==> src/rtl/ifu_pkg.sv <==
// Shared types and constants for the instruction fetch unit.
package ifu_pkg;

  typedef enum logic [1:0] {
    IDLE = 2'd0,
    REQ  = 2'd1,
    WAIT = 2'd2,
    DONE = 2'd3
  } ifu_state_t;

  typedef enum logic [1:0] {
    FAULT_NONE     = 2'd0,
    FAULT_MISALIGN = 2'd1,
    FAULT_BUS      = 2'd2,
    FAULT_TIMEOUT  = 2'd3
  } fault_cause_t;

  localparam int unsigned INSTR_BYTES = 4;

endpackage

==> src/rtl/fetch_timeout_counter.sv <==
// Counts cycles spent waiting on the instruction bus; expired marks the last
// cycle in which a fetch may still complete.
module fetch_timeout_counter #(
  parameter int TIMEOUT_CYCLES = 256,
  parameter int CNT_W          = $clog2(TIMEOUT_CYCLES + 1)
) (
  input  logic clk,
  input  logic reset_n,
  input  logic clr,
  input  logic en,
  output logic expired
);

  localparam logic [CNT_W-1:0] LAST = CNT_W'(TIMEOUT_CYCLES - 1);

  logic [CNT_W-1:0] count;

  // Saturates at LAST so a stalled state cannot wrap the counter back to zero.
  always_ff @(posedge clk or negedge reset_n) begin
    if (!reset_n) begin
      count <= '0;
    end else if (clr) begin
      count <= '0;
    end else if (en && !expired) begin
      count <= count + 1'b1;
    end
  end

  assign expired = (count == LAST);

endmodule

==> src/rtl/instruction_fetch_unit.sv <==
// Fetch stage: owns the PC, issues one word read per fetch request and reports
// the word (or a fault) with a single-cycle fetch_done pulse.
module instruction_fetch_unit
  import ifu_pkg::*;
#(
  parameter logic [31:0] RESET_PC       = 32'h0000_0000,
  parameter int          TIMEOUT_CYCLES = 256,
  parameter int          CNT_W          = $clog2(TIMEOUT_CYCLES + 1)
) (
  input  logic        clk,
  input  logic        reset_n,
  input  logic        fetch_en,
  input  logic        pc_load,
  input  logic [31:0] pc_load_addr,
  output logic        fetch_done,
  output logic [31:0] instruction,
  output logic [31:0] fetch_pc,
  output logic        fetch_fault,
  output logic [1:0]  fault_cause,
  output logic [31:0] pc,
  output logic        imem_req_valid,
  input  logic        imem_req_ready,
  output logic [31:0] imem_req_addr,
  input  logic        imem_rsp_valid,
  input  logic [31:0] imem_rsp_data,
  input  logic        imem_rsp_err,
  output ifu_state_t  dbg_state
);

  // Handshake: a request transfers on a cycle where imem_req_valid and
  // imem_req_ready are both high; valid/addr stay stable until then. A
  // response is a single cycle of imem_rsp_valid, only sampled in WAIT.

  ifu_state_t   state, next_state;
  fault_cause_t done_fault;
  logic [31:0]  fetch_addr, done_instr, done_pc;
  logic         start_req, expired;
  logic         redir_pending;
  logic [31:0]  redir_addr;
  logic         redirect_hit;
  logic [31:0]  redirect_addr;

  assign dbg_state     = state;
  assign redirect_hit  = pc_load || redir_pending;
  assign redirect_addr = pc_load ? pc_load_addr : redir_addr;

  fetch_timeout_counter #(
    .TIMEOUT_CYCLES(TIMEOUT_CYCLES),
    .CNT_W         (CNT_W)
  ) u_timeout (
    .clk    (clk),
    .reset_n(reset_n),
    .clr    (start_req),
    .en     ((state == REQ) || (state == WAIT)),
    .expired(expired)
  );

  always_ff @(posedge clk or negedge reset_n) begin
    if (!reset_n) begin
      state <= IDLE;
    end else begin
      state <= next_state;
    end
  end

  always_comb begin
    next_state = state;
    start_req  = 1'b0;
    done_fault = FAULT_NONE;
    done_instr = '0;
    done_pc    = imem_req_addr;
    fetch_addr = pc_load ? pc_load_addr : pc;
    case (state)
      IDLE: begin
        if (fetch_en) begin
          if (fetch_addr[1:0] != 2'b00) begin
            next_state = DONE;
            done_fault = FAULT_MISALIGN;
            done_pc    = fetch_addr;
          end else begin
            next_state = REQ;
            start_req  = 1'b1;
          end
        end
      end
      REQ: begin
        if (expired) begin
          next_state = DONE;
          done_fault = FAULT_TIMEOUT;
        end else if (imem_req_ready) begin
          next_state = WAIT;
        end
      end
      WAIT: begin
        // A response arriving on the expiry cycle still counts as completion.
        if (imem_rsp_valid) begin
          next_state = DONE;
          if (imem_rsp_err) begin
            done_fault = FAULT_BUS;
          end else begin
            done_instr = imem_rsp_data;
          end
        end else if (expired) begin
          next_state = DONE;
          done_fault = FAULT_TIMEOUT;
        end
      end
      DONE: begin
        next_state = IDLE;
      end
      default: begin
        next_state = IDLE;
      end
    endcase
  end

  always_ff @(posedge clk or negedge reset_n) begin
    if (!reset_n) begin
      imem_req_valid <= 1'b0;
      imem_req_addr  <= '0;
      fetch_done     <= 1'b0;
      instruction    <= '0;
      fetch_pc       <= '0;
      fetch_fault    <= 1'b0;
      fault_cause    <= FAULT_NONE;
    end else begin
      imem_req_valid <= (next_state == REQ);
      if (start_req) begin
        imem_req_addr <= fetch_addr;
      end
      fetch_done <= (next_state == DONE);
      if (next_state == DONE) begin
        instruction <= done_instr;
        fetch_pc    <= done_pc;
        fetch_fault <= (done_fault != FAULT_NONE);
        fault_cause <= done_fault;
      end
    end
  end

  // PC and pending redirect: the new PC is already visible in the DONE cycle.
  always_ff @(posedge clk or negedge reset_n) begin
    if (!reset_n) begin
      pc            <= RESET_PC;
      redir_pending <= 1'b0;
      redir_addr    <= '0;
    end else begin
      case (state)
        IDLE: begin
          if (pc_load) begin
            pc <= pc_load_addr;
          end
        end
        REQ, WAIT: begin
          if (next_state == DONE) begin
            redir_pending <= 1'b0;
            if (redirect_hit) begin
              pc <= redirect_addr;
            end else if (done_fault == FAULT_NONE) begin
              pc <= imem_req_addr + 32'(INSTR_BYTES);
            end
          end else if (pc_load) begin
            redir_pending <= 1'b1;
            redir_addr    <= pc_load_addr;
          end
        end
        DONE: begin
          if (pc_load) begin
            pc <= pc_load_addr;
          end
        end
        default: begin
        end
      endcase
    end
  end

endmodule

==> config.mk <==
export PLATFORM = sky130hd
export DESIGN_NAME = instruction_fetch_unit
export DESIGN_NICKNAME = d
export VERILOG_FILES = /design/src/rtl/ifu_pkg.sv /design/src/rtl/fetch_timeout_counter.sv /design/src/rtl/instruction_fetch_unit.sv
export SDC_FILE = /design/constraint.sdc
export NUM_CORES = 1
export LEC_CHECK = 0
export BUFFER_PORTS_ARGS = -buffer_cell sky130_fd_sc_hd__buf_2
export CAP_MARGIN = 20
export CORE_ASPECT_RATIO = 0.75
export CORE_MARGIN = 2
export CORE_UTILIZATION = 39
export DETAILED_ROUTE_END_ITERATION = 16
export PLACE_DENSITY = 0.58
export REMOVE_ABC_BUFFERS = 1
export SETUP_SLACK_MARGIN = 0.1
export SKIP_LAST_GASP = 1
export SLEW_MARGIN = 20
export SYNTH_ARGS = -nofsm -noshare
export SYNTH_HDL_FRONTEND = slang
export SYNTH_HIERARCHICAL = 1
export SYNTH_SLANG_ARGS = --single-unit
==> constraint.sdc <==
create_clock -name clk -period 4.8 [get_ports clk]
set_input_delay 0.48 -clock clk [delete_from_list [all_inputs] [get_ports clk]]
set_output_delay 0.48 -clock clk [all_outputs]
set_load 0.02 [all_outputs]
## Word-level counts from Yosys, hierarchy flattened

Cells that the tools add are included.

- $add $sub $neg: 2
- Muxes and demuxes: 32
- Reductions and logical operators: 15
- Bitwise logic cells: 1
- Equality and inequality tests: 8

Operators with widths:

| operator | count |
|---|---|
| 2-to-1 mux 32 bit | 11 |
| one-hot mux 32 bit (2 select lines) | 1 |
| adder 32 x 3 -> 32 bit, second input constant | 1 |
| 2-to-1 mux 2 bit | 9 |
| 2-to-1 mux 9 bit | 2 |
| adder 9 x 1 -> 9 bit, second input constant | 1 |
| equality test 9 x 8 -> 1 bit, second input constant | 1 |
| one-hot mux 2 bit (4 select lines) | 1 |
| nonzero test 2 bit | 4 |
| 2-to-1 mux 1 bit | 7 |
| equality test 2 bit, second input constant | 3 |
| one-hot mux 2 bit (3 select lines) | 1 |
| AND reduction 2 bit | 3 |
| equality test 2 x 1 -> 1 bit, second input constant | 2 |
| logical NOT 2 bit | 2 |
| OR reduction 2 bit | 2 |
| != test 3 bit, second input constant | 1 |
| logical OR 1 bit | 2 |
| != test 2 bit, second input constant | 1 |
| logical AND 1 bit | 1 |
| logical NOT 1 bit | 1 |
| inverter 1 bit | 1 |

- Input port bits: 71
- Output and inout bits: 135
- Flip-flop bits (word level): 177

## Logic depth before layout (Yosys ltp)

Gate-level depths: netlist of the first run.

- Depth after elaboration: 10
- Mapped depth: 14
- Gate-level depth less buffers: 11

## Modules after synthesis

The synthesis of the first run kept the hierarchy.

By module, submodules not included:

| module | area each (um2) | instances | cells each | sequential area each (um2) |
|---|---|---|---|---|
| instruction_fetch_unit | 8558.2 | 1 | 888 | 4204.0 |
| fetch_timeout_counter | 465.4 | 1 | 47 | 225.2 |

## Worst setup path before layout of the first run

OpenSTA, ideal clock, no wires.

- Path type: register -> register
- Start point: reg u_timeout.count[0]
- End point: reg redir_addr[10]
- Path slack: 2.354 ns
- Setup time: 0.125 ns
- Cell stages (with the launch flop): 13
- Period minus slack after synthesis: 2.446 ns
- Data required time: 4.675 ns
- Buffers on the path: 2
- Data arrival time: 2.321 ns
- Path through: dfrtp_1 ha_1 nand3_1 nor2_1 ha_1 o31ai_1 nand2_1 o211ai_1 and2_1 buf_4 nand3_4 buf_6 mux2_4

- Longest elaborated chain between the ends: 7

RTL lines:

| item | line | text |
|---|---|---|
| start, declared | fetch_timeout_counter.sv:16 | `logic [CNT_W-1:0] count;` |
| start signal, assigned | fetch_timeout_counter.sv:25 | `count <= count + 1'b1;` |
| equality test 9 x 8 -> 1 bit (*) | fetch_timeout_counter.sv:29 | `assign expired = (count == LAST);` |
| named net expired | instruction_fetch_unit.sv:37 | `logic start_req, expired;` |
| 2-to-1 mux 2 bit | instruction_fetch_unit.sv:103 | `end else if (expired) begin` |
| 2-to-1 mux 2 bit | instruction_fetch_unit.sv:96 | `if (imem_rsp_valid) begin` |
| one-hot mux 2 bit (4 select lines) (*) | instruction_fetch_unit.sv:73 | `case (state)` |
| equality test 2 bit (*) | instruction_fetch_unit.sv:155 | `if (next_state == DONE) begin` |
| inverter 1 bit (no line) (*) | n/a |  |
| AND reduction 2 bit (no line) (*) | n/a |  |
| end signal, assigned | instruction_fetch_unit.sv:164 | `redir_addr <= pc_load_addr;` |
| end, declared | instruction_fetch_unit.sv:39 | `logic [31:0] redir_addr;` |

Mark *: on every way through the listed nets, which the timed path passes. The rest lies on a longest branch.
A chain may end at the register's enable or synchronous reset.

## Final worst setup path of the first run

- Start point: reg u_timeout.count[0]
- End point: reg redir_addr[31]

The elaborated chain is that of the path after synthesis.

==> flow_summary.yaml, run 1 <==
run_status:
  status: "complete, no violations"
timing:
  setup_viol: 0
  fin_crit_sh_pct: 73.6
  fmax_mhz: 283
  min_period_ps: 3530
  slew_violations: 0
  hold_viol: 0
  max_slew_margin_pct: 24.5
  rsz0062_at_grt: "no"
  post-route-worst-setup-slack_ps: 1270
  tightest_slew_ps: 1130
  setup-tns-final_ps: 0
  fin_worst_skew_ps: 12.1
cts:
  ctsHoldBuffers: 0
  path_clk_slew_ps: 70
  clock_sinks: 177
  cts_buffers: 17
  htreeDepth: 4
  clock_latency_ps: 430
  cts_tree: "yes"
  clock_path_buffers: 2
  clockRootBuffer: "clkbuf_16"
  cts_resized: 0
  cts_setup_buffers: 0
power_and_ir_drop:
  peakVddDrop_v: 0.000284
  sw_frac_of_total_pct: 45.6
  intPower_mw: 4.53
  p_leak_nw: 5.36
  pwr_density_cell_nw_per_um2: 773
  pwr-share-seq_pct: 34.0
  power.switching_mw: 3.79
  p_clk_share_pct: 16.9
  power_mw: 8.32
  power_frac_comb_pct: 49.1
flow_run:
  max_cap_viol_count: 0
yosys:
  ys_seq_area_share_pct: 49.1
  syn_area_per_cell_um2: 9.65
  synth_edf_count: 0
  synth_cell_types: 63
  synth_top_area_cell: "dfrtp_1"
  synth_area_um2: 9020
  synth_seq_cells: 177
  yosysMostFrequentCell: "dfrtp_1"
  synth.area.top_cells: "dfrtp_1 (49%), nand2_1 (6.2%), mux2_4 (5.0%), nor2_1 (4.2%), a21oi_1 (4.2%)"
  synth_common_cells: "dfrtp_1 (177), nand2_1 (149), nor2_1 (102), a21oi_1 (75), o21ai_0 (67)"
  ys_warn_count: 6
  syn_inst: 935
  synth_top_area_share_pct: 49.1
  ys.flop_type: "dfrtp_1"
  synthArstFlopShare_pct: 100
drt:
  vias: 7498
  wl_per_cell_um: 18.2
  ant_nets: 0
  vias_per_cell: 5.28
  dr.pass1.iters: 5
  drt_iter0_markers: 608
  postRouteWirelength_um: 25800
  drc: 0
floorplanning:
  core_area_um2: 22900
  start_util_pct: 39.4
  ioPinCount: 206
  die_y_um: 136
  rows: 48
  die_area_um2: 24400
  die_w_um: 180
setup_path:
  critPathArrivalTime_ps: 3840
  cp-end-kind: "flip-flop"
  crit_type: "flip-flop to flip-flop"
  cp_max_fo: 44
  crit_chain: "ha_1, nand3_1, nor2_1, ha_1, o21ai_0, nand2_1, o211ai_1, and2_4, nand3_4, mux2_1"
  worst_path_max_delay_cell: "nand3_4"
  crit_top_cell: "ha_1"
  worstSetupStartpointType: "flip-flop"
  cp.required_ps: 5100
  cp_slowest_stage_delay_ps: 640
global_routing:
  antenna_found_initial: 0
  grt.overflow.total: 0
  grt_pass1_wl_um: 41300
  grt_use_total_pct: 21.4
  grt_pass1_vias: 7212
  grt_max_degree: 93
final_layout:
  drive_above_1_share_pct: 27.1
  final_area_um2: 10800
  nets: 1184
  synthToLayoutAreaGrowth_pct: 19.4
hold_path:
  worst_hold_path_type: "primary input to async pin"
place:
  gp_congestion: 0.834
  dp_hpwl_um: 17100
  io_buffers: 205
  dp_worst_setup_slack_ps: 1240
  dpl-instance-area_um2: 10200
-- critical path, delay by kind of cell (launching register included) --
family | cells | cell delay [ps]
and+or+nand+nor | 5 | 1390
muxes | 1 | 550
AOI/OAI and AO/OA | 2 | 540
adders and majority gates | 2 | 510
DFF | 1 | 410
-- cells in the final DEF (no fill, tap or decap), types with 4 or more instances in the layout --
| cell type | count |
|---|---|
| clkbuf_16 | 17 |
| xnor2_1 | 20 |
| ha_1 | 8 |
| mux2i_1 | 34 |
| nor2_1 | 101 |
| a221oi_1 | 27 |
| buf_4 | 12 |
| clkbuf_1 | 4 |
| and3_1 | 6 |
| inv_1 | 13 |
| buf_2 | 203 |
| o31ai_1 | 6 |
| nand3_1 | 51 |
| xor2_1 | 10 |
| nand2_1 | 149 |
| mux2_4 | 30 |
| o21ai_0 | 67 |
| dfrtp_1 | 177 |
| nand4_1 | 8 |
| and2_1 | 4 |
| a22oi_1 | 27 |
| a21oi_1 | 75 |
-- kinds of logic after synthesis --
logic type	synth area share [%]
compound gates	15.3
xor+xnor	2.91
fa+ha+maj	1.11
buf+inv	4.73
flops	49.1
mux	9.41
simple gates	17.4
-- final cells by class --
type	instances	area [um^2]
Antenna cell	1	2.50
Clock inverter	8	104
Tap cell	300	375
Clock buffer	24	482
Fill cell	2175	12100
Inverter	14	52.6
Multi-Input combinational cell	678	4180
Sequential cell	177	4430
Timing Repair Buffer	217	1140
-- metal layers --
metal / global-route usage, % / routed length, um / vias to the layer above / share of wire (%)
met4: 5.19 / 219 / 0 / 0.85
met1: 31.5 / 12800 / 3608 / 49
met2: 30.9 / 10800 / 254 / 42
met3: 6.13 / 2030 / 19 / 7.9
li1: - / - / 3617 / -
met5: 0 / 0 / - / 0
-- path summary, 6_finish.rpt --
kind	from	slack, ps	depth (start not counted)	end
max	u_timeout/count[0]	1270	10	redir_addr[31]
min	reset_n	140	1	fetch_pc[8]
max reg2reg	u_timeout/count[0]	1270	10	redir_addr[31]
min reg2reg	instruction[24]	470	2	instruction[24]
max in group asynchronous	reset_n	3500	2	redir_addr[28]
min in group clk	imem_rsp_data[13]	270	3	instruction[13]
-- metrics by stage --
step                util (%)  hold WS (ps)  cells
finish                  47.1           141   1419
global route            47.1           201   1418
CTS                     46.9           176   1417
detailed placement      44.4           452   1385
global placement        44.4           446   1385
floorplan                  -           184    869
-- sequential cells by signal (all words and copies together), names as in the netlist --
signal and count:
fetch_pc 32, imem_req_addr 32, instruction 32, pc 32, redir_addr 32, u_timeout/count 9
dbg_state 2, fault_cause 2, fetch_done 1, fetch_fault 1, imem_req_valid 1, redir_pending 1
-- power groups by stage --
stage	logic, mW	registers (mW)	clock network [mW]
5_1_grt	4.51	2.93	1.52
3_5_place_dp	4.06	2.83	0
6_report	4.09	2.83	1.41
2_1_floorplan	2.20	3.25	0
4_1_cts	4.07	2.82	1.44
3_3_place_gp	3.98	2.83	0
Note: power is estimated with default switching activity, not from simulation.
==> run 2, diff against run 1 <==
Settings changed: PLACE_DENSITY 0.58 to 0.6.
Clock period 4.8 ns to 2.86 ns, I/O delays scaled along.
==> run 2 against run 1 <==
Against the previous run:
- worst setup slack lost 1000 ps
- global-route usage is essentially flat
- total power grew 73%
- sequential share of layout area shrank 1.1 points
- highest routed layer is now met5
==> flow_summary.yaml, run 2 (same netlist as run 1, synthesis figures left out) <==
run_status:
  status: "complete, no violations"
setup_path:
  cp_slowest_stage_delay_ps: 410
  crit_type: "flip-flop to flip-flop"
  r2r_end: "redir_addr[30]"
  ff2ff_path_depth: 11
  critPathArrivalTime_ps: 2950
  r2r-start: "u_timeout/count[1]"
  worstSetupStartpointType: "flip-flop"
  cp_max_fo: 8
  regToRegSetupSlack_ps: 220
  cp.required_ps: 3170
  worst_path_max_delay_cell: "dfrtp_1"
  crit_chain: "ha_2, nand3_1, nor2_1, ha_4, o31ai_1, nand2_1, o211ai_1, and2_4, nand3_4, clkbuf_16, mux2_4"
  cp-end-kind: "flip-flop"
timing:
  fmax_mhz: 379
  hold_viol: 0
  min_period_ps: 2640
  holdWs_ps: 72.6
  rsz0062_at_grt: "no"
  max_slew_margin_pct: 57.1
  slew_violations: 0
  setup-tns-final_ps: 0
  setup_viol: 0
  tightest_slew_ps: 638
  fin_crit_sh_pct: 92.2
  fin_worst_skew_ps: 13.3
drt:
  drt_iter0_markers: 557
  vias: 7603
  ant_nets: 0
  vias_per_cell: 5.29
  wl_per_cell_um: 18.4
  postRouteWirelength_um: 26500
  dr.pass1.iters: 7
  drc: 0
cts:
  clock_path_buffers: 2
  clockRootBuffer: "clkbuf_16"
  clock_latency_ps: 440
  htreeDepth: 4
  path_clk_slew_ps: 70
  cts_tree: "yes"
  clock_sinks: 177
  cts_buffers: 17
hold_path:
  worst_hold_path_type: "primary input to flip-flop"
  hold_end: "instruction[21]"
  hp-start: "imem_rsp_data[21]"
  whs_path_depth: 3
power_and_ir_drop:
  pwr_density_cell_nw_per_um2: 1300
  p_leak_nw: 5.51
  peakVddDrop_v: 0.000772
final_layout:
  nets: 1203
  layout_commonest_cell: "buf_2"
  final_area_um2: 11100
  synthToLayoutAreaGrowth_pct: 22.6
  final_cell_mix: "buf_2 (203), dfrtp_1 (177), nand2_1 (149), nor2_1 (101), a21oi_1 (75)"
  postLayoutCoreUtil_pct: 48.4
  drive_above_1_share_pct: 28.8
floorplanning:
  die_area_um2: 24400
  rows: 48
  core_area_um2: 22900
  ioPinCount: 206
  die_y_um: 136
  start_util_pct: 39.4
  die_w_um: 180
global_routing:
  grt_pass1_wl_um: 40900
  grt.overflow.total: 0
  grt_max_degree: 92
  busiest_layer: "met2"
  use_met1_pct: 31.0
  grt_pass1_vias: 7171
  grt_util_met3_pct: 6.42
  antenna_found_initial: 3
  grt_use_met2_pct: 31.7
  grt_use_total_pct: 21.4
place:
  gp_congestion: 0.831
  io_buffers: 205
  dpl-instance-area_um2: 10300
  dp_hpwl_um: 17100
flow_run:
  max_cap_viol_count: 0
==> run 2: critical path, delay by kind of cell, from the launching register on <==
kind | cells | cell delay, ps
muxes | 1 | 300
buffers and inverters | 1 | 280
and+or+nand+nor | 5 | 690
DFF | 1 | 410
adders and majority gates | 2 | 390
AOI/OAI and AO/OA | 2 | 460
==> run 2: metrics by stage <==
step | instances | setup WS (ps) | power (mW)
after floorplan | 869 | -1680 | 9.15
after global placement | 1394 | 130 | 11.6
after detailed placement | 1394 | 18.7 | 11.7
after CTS | 1430 | 149 | 14.3
after global routing | 1437 | 105 | 15.4
final | 1438 | 222 | 14.4
==> run 2: layout make-up <==
cell class,count,area [um^2]
fill,2226,11800
sequential,177,4430
multi-input combinational,678,4200
timing repair buffer,236,1410
clock buffer,19,443
tap,300,375
clock inverter,13,151
inverter,14,52.6
antenna,1,2.50
==> run 2: what timing repair did <==
item | CTS | global route
resized for setup | 4 | 8
pin swaps | 0 | 4
endpoints found under the setup margin | 63 | 100
setup buffers | 2 | 5
hold buffers | 1 | 0
hold endpoints to repair | 50 | 0
gates cloned | 1 | 2
==> run 2: power breakdown <==
group	switching [mW]	leakage [nW]	internal, mW
logic	4.38	3.00	2.87
clock network	1.08	0.289	1.33
registers	1.10	2.22	3.64
total	6.56	5.51	7.83
==> run 2: layer usage <==
layer | share of wire [%] | vias up
li1 | - | 3656
met1 | 49 | 3672
met2 | 43 | 257
met3 | 7.6 | 16
met4 | 0.73 | 2
met5 | 0.049 | -
==> run 2: worst max-delay path by stage <==
stage	start	end	slack, ps	cells after the start
4_1_cts	u_timeout/count[0]	fetch_pc[14]	150	11
3_3_place_gp	u_timeout/count[0]	fetch_pc[26]	130	10
2_1_floorplan	u_timeout/count[0]	redir_addr[0]	-1680	10
3_5_place_dp	u_timeout/count[0]	fetch_pc[27]	20	10
5_1_grt	u_timeout/count[1]	redir_addr[30]	100	11
6_report	u_timeout/count[1]	redir_addr[30]	220	11
==> run 3, diff against run 2 <==
Settings changed: ABC_AREA set to 1.
==> run 3 against run 2 <==
Against the previous run:
- routed wire length is 8.4% higher
- worst setup slack better by 170 ps
- sequential cell count did not move
- critical endpoint is now pc[16]
- count of clock-buffer cells in the layout decreased by 1
- non-clock buffer count fell by 3
- maximum frequency is 7.1% higher
- critical path depth rose by 4
- total power is 2.9% higher
==> flow_summary.yaml, run 3 <==
run_status:
  status: "complete, no violations"
power_and_ir_drop:
  pwr_density_cell_nw_per_um2: 1310
  peakVddDrop_v: 0.00115
  power_mw: 14.8
  p_leak_nw: 5.66
timing:
  max_slew_margin_pct: 60.3
  min_period_ps: 2460
  slew_violations: 0
  fin_worst_skew_ps: 12.7
  setup_viol: 0
  holdWs_ps: 107
  hold_viol: 0
  setup-tns-final_ps: 0
  post-route-worst-setup-slack_ps: 396
  tightest_slew_ps: 596
  fmax_mhz: 406
  rsz0062_at_grt: "no"
  fin_crit_sh_pct: 86.2
global_routing:
  busiest_layer: "met2"
  use_met1_pct: 35.3
  grt_pass1_vias: 8477
  grt_use_met2_pct: 35.9
  grt_max_degree: 85
  grt.overflow.total: 0
  grt_use_total_pct: 23.7
  grt_util_met3_pct: 4.47
  grt_pass1_wl_um: 46300
  antenna_found_initial: 0
setup_path:
  cp-end-kind: "flip-flop"
  ff2ff_path_depth: 15
  cp_max_fo: 16
  critPathArrivalTime_ps: 2820
  crit_type: "flip-flop to flip-flop"
  r2r-start: "u_timeout/count[1]"
  cp.required_ps: 3220
  worstSetupStartpointType: "flip-flop"
  r2r_end: "pc[16]"
  regToRegSetupSlack_ps: 400
floorplanning:
  die_y_um: 138
  die_area_um2: 25000
  rows: 48
  ioPinCount: 206
  die_w_um: 182
  start_util_pct: 40.0
  core_area_um2: 23200
yosys:
  syn_inst: 1268
  synth.area.top_cells: "dfrtp_1 (48%), nand2_1 (16%), o21ai_0 (8.3%), nor2_1 (5.5%), inv_1 (4.3%)"
  synth_edf_count: 0
  ys_warn_count: 6
  ys.flop_type: "dfrtp_1"
  synth_top_area_share_pct: 47.8
  yosysMostFrequentCell: "nand2_1"
  syn_area_per_cell_um2: 7.31
  synthArstFlopShare_pct: 100
  synth_common_cells: "nand2_1 (405), dfrtp_1 (177), o21ai_0 (153), nor2_1 (136), inv_1 (106)"
  synth_top_area_cell: "dfrtp_1"
  ys_seq_area_share_pct: 47.8
  synth_seq_cells: 177
  synth_area_um2: 9270
  synth_cell_types: 36
cts:
  htreeDepth: 4
  clockRootBuffer: "clkbuf_16"
  clock_latency_ps: 440
  cts_tree: "yes"
  clock_path_buffers: 2
  cts_buffers: 17
  cts_setup_buffers: 0
  path_clk_slew_ps: 70
  clock_sinks: 177
place:
  io_buffers: 205
  dp_worst_setup_slack_ps: 332
  dp_hpwl_um: 20700
  gp_congestion: 0.865
  dpl-instance-area_um2: 10700
hold_path:
  hold_end: "instruction[28]"
  worst_hold_path_type: "primary input to flip-flop"
  hp-start: "imem_rsp_data[28]"
  whs_path_depth: 3
drt:
  vias: 8966
  drt_iter0_markers: 617
  ant_nets: 0
  vias_per_cell: 5.07
  drc: 0
  wl_per_cell_um: 16.2
  dr.pass1.iters: 8
  postRouteWirelength_um: 28700
final_layout:
  nets: 1536
  antenna_cells: 0
  drive_above_1_share_pct: 19.4
  synthToLayoutAreaGrowth_pct: 21.9
  final_cell_mix: "nand2_1 (405), buf_2 (204), dfrtp_1 (177), o21ai_0 (153), nor2_1 (135)"
  nFillCells: 2364
  final_area_um2: 11300
  layout_commonest_cell: "nand2_1"
flow_run:
  max_cap_viol_count: 0
## run 3: changes by cell type after synthesis, moves of 26 or more
cell     delta
a31oi_1    +26
mux2i_1    -34
nor2_1     +34
nand2_1   +256
inv_1      +93
o21ai_0    +86
mux2_4     -30
a22oi_1    -27
## run 3: logic make-up after synthesis
group                      synth area share, %
and+or+nand+nor                           27.8
muxes                                    0.243
xor gates and xnor gates                 0.378
AOI/OAI and AO/OA                         15.1
adders and majority gates                 1.08
buffers and inverters                     7.57
DFF                                       47.8
## run 3: worst max path at each step
| stage | start | slack, ps | endpoint |
|---|---|---|---|
| floorplan | u_timeout/count[1] | -1030 | pc[11] |
| global placement | u_timeout/count[0] | 450 | instruction[6] |
| detailed placement | u_timeout/count[0] | 330 | instruction[30] |
| CTS | u_timeout/count[0] | 300 | instruction[30] |
| global route | u_timeout/count[1] | 110 | pc[16] |
| finish | u_timeout/count[1] | 400 | pc[16] |
## run 3: critical path, cell delays in order, from the launching register on
cell,delay [ps]
dfrtp_1,400
ha_1,200
nand3_2,100
nor3_1,160
ha_2,250
nand2_1,80
nand2_1,60
a21oi_1,40
a21oi_1,250
nand2_2,130
nand2_2,130
nand2_2,80
clkinv_2,190
buf_12,180
nand2_1,50
o21ai_0,70
## run 3: cell type report
cell class / instances / area, um^2 / share of cell area (%)
repair buffers: 233 / 1300 / 11.5
inverters: 111 / 418 / 3.70
clock buffers: 18 / 429 / 3.80
multi-input cells: 917 / 4150 / 36.7
clock inverters: 14 / 201 / 1.78
flip-flops and latches: 177 / 4430 / 39.2
well taps: 300 / 375 / 3.32
## run 3: repair_timing
item | in CTS | in global routing
resized for setup | 0 | 3
hold buffers | 1 | 0
endpoints found under the hold margin | 58 | 0
endpoints found under the setup margin | 0 | 46
## run 3: through the flow
step / utilization, % / cells
after global routing: 48.8 / 1770
after CTS: 48.7 / 1770
after detailed placement: 46.0 / 1737
final: 48.8 / 1770
after global placement: 46.0 / 1737
after floorplan: - / 1205
## run 3: where the power goes
part	total, mW	switching [mW]	internal, mW
registers	4.62	0.969	3.65
logic	7.64	5.20	2.44
clock network	2.54	1.07	1.48
total	14.8	7.24	7.57
## run 3: routing by layer
| metal | vias to the layer above | part of all wire (%) |
|---|---|---|
| met5 | - | 0 |
| met4 | 0 | 0.80 |
| met3 | 16 | 7.1 |
| met2 | 286 | 42 |
| met1 | 4190 | 50 |
| li1 | 4474 | - |
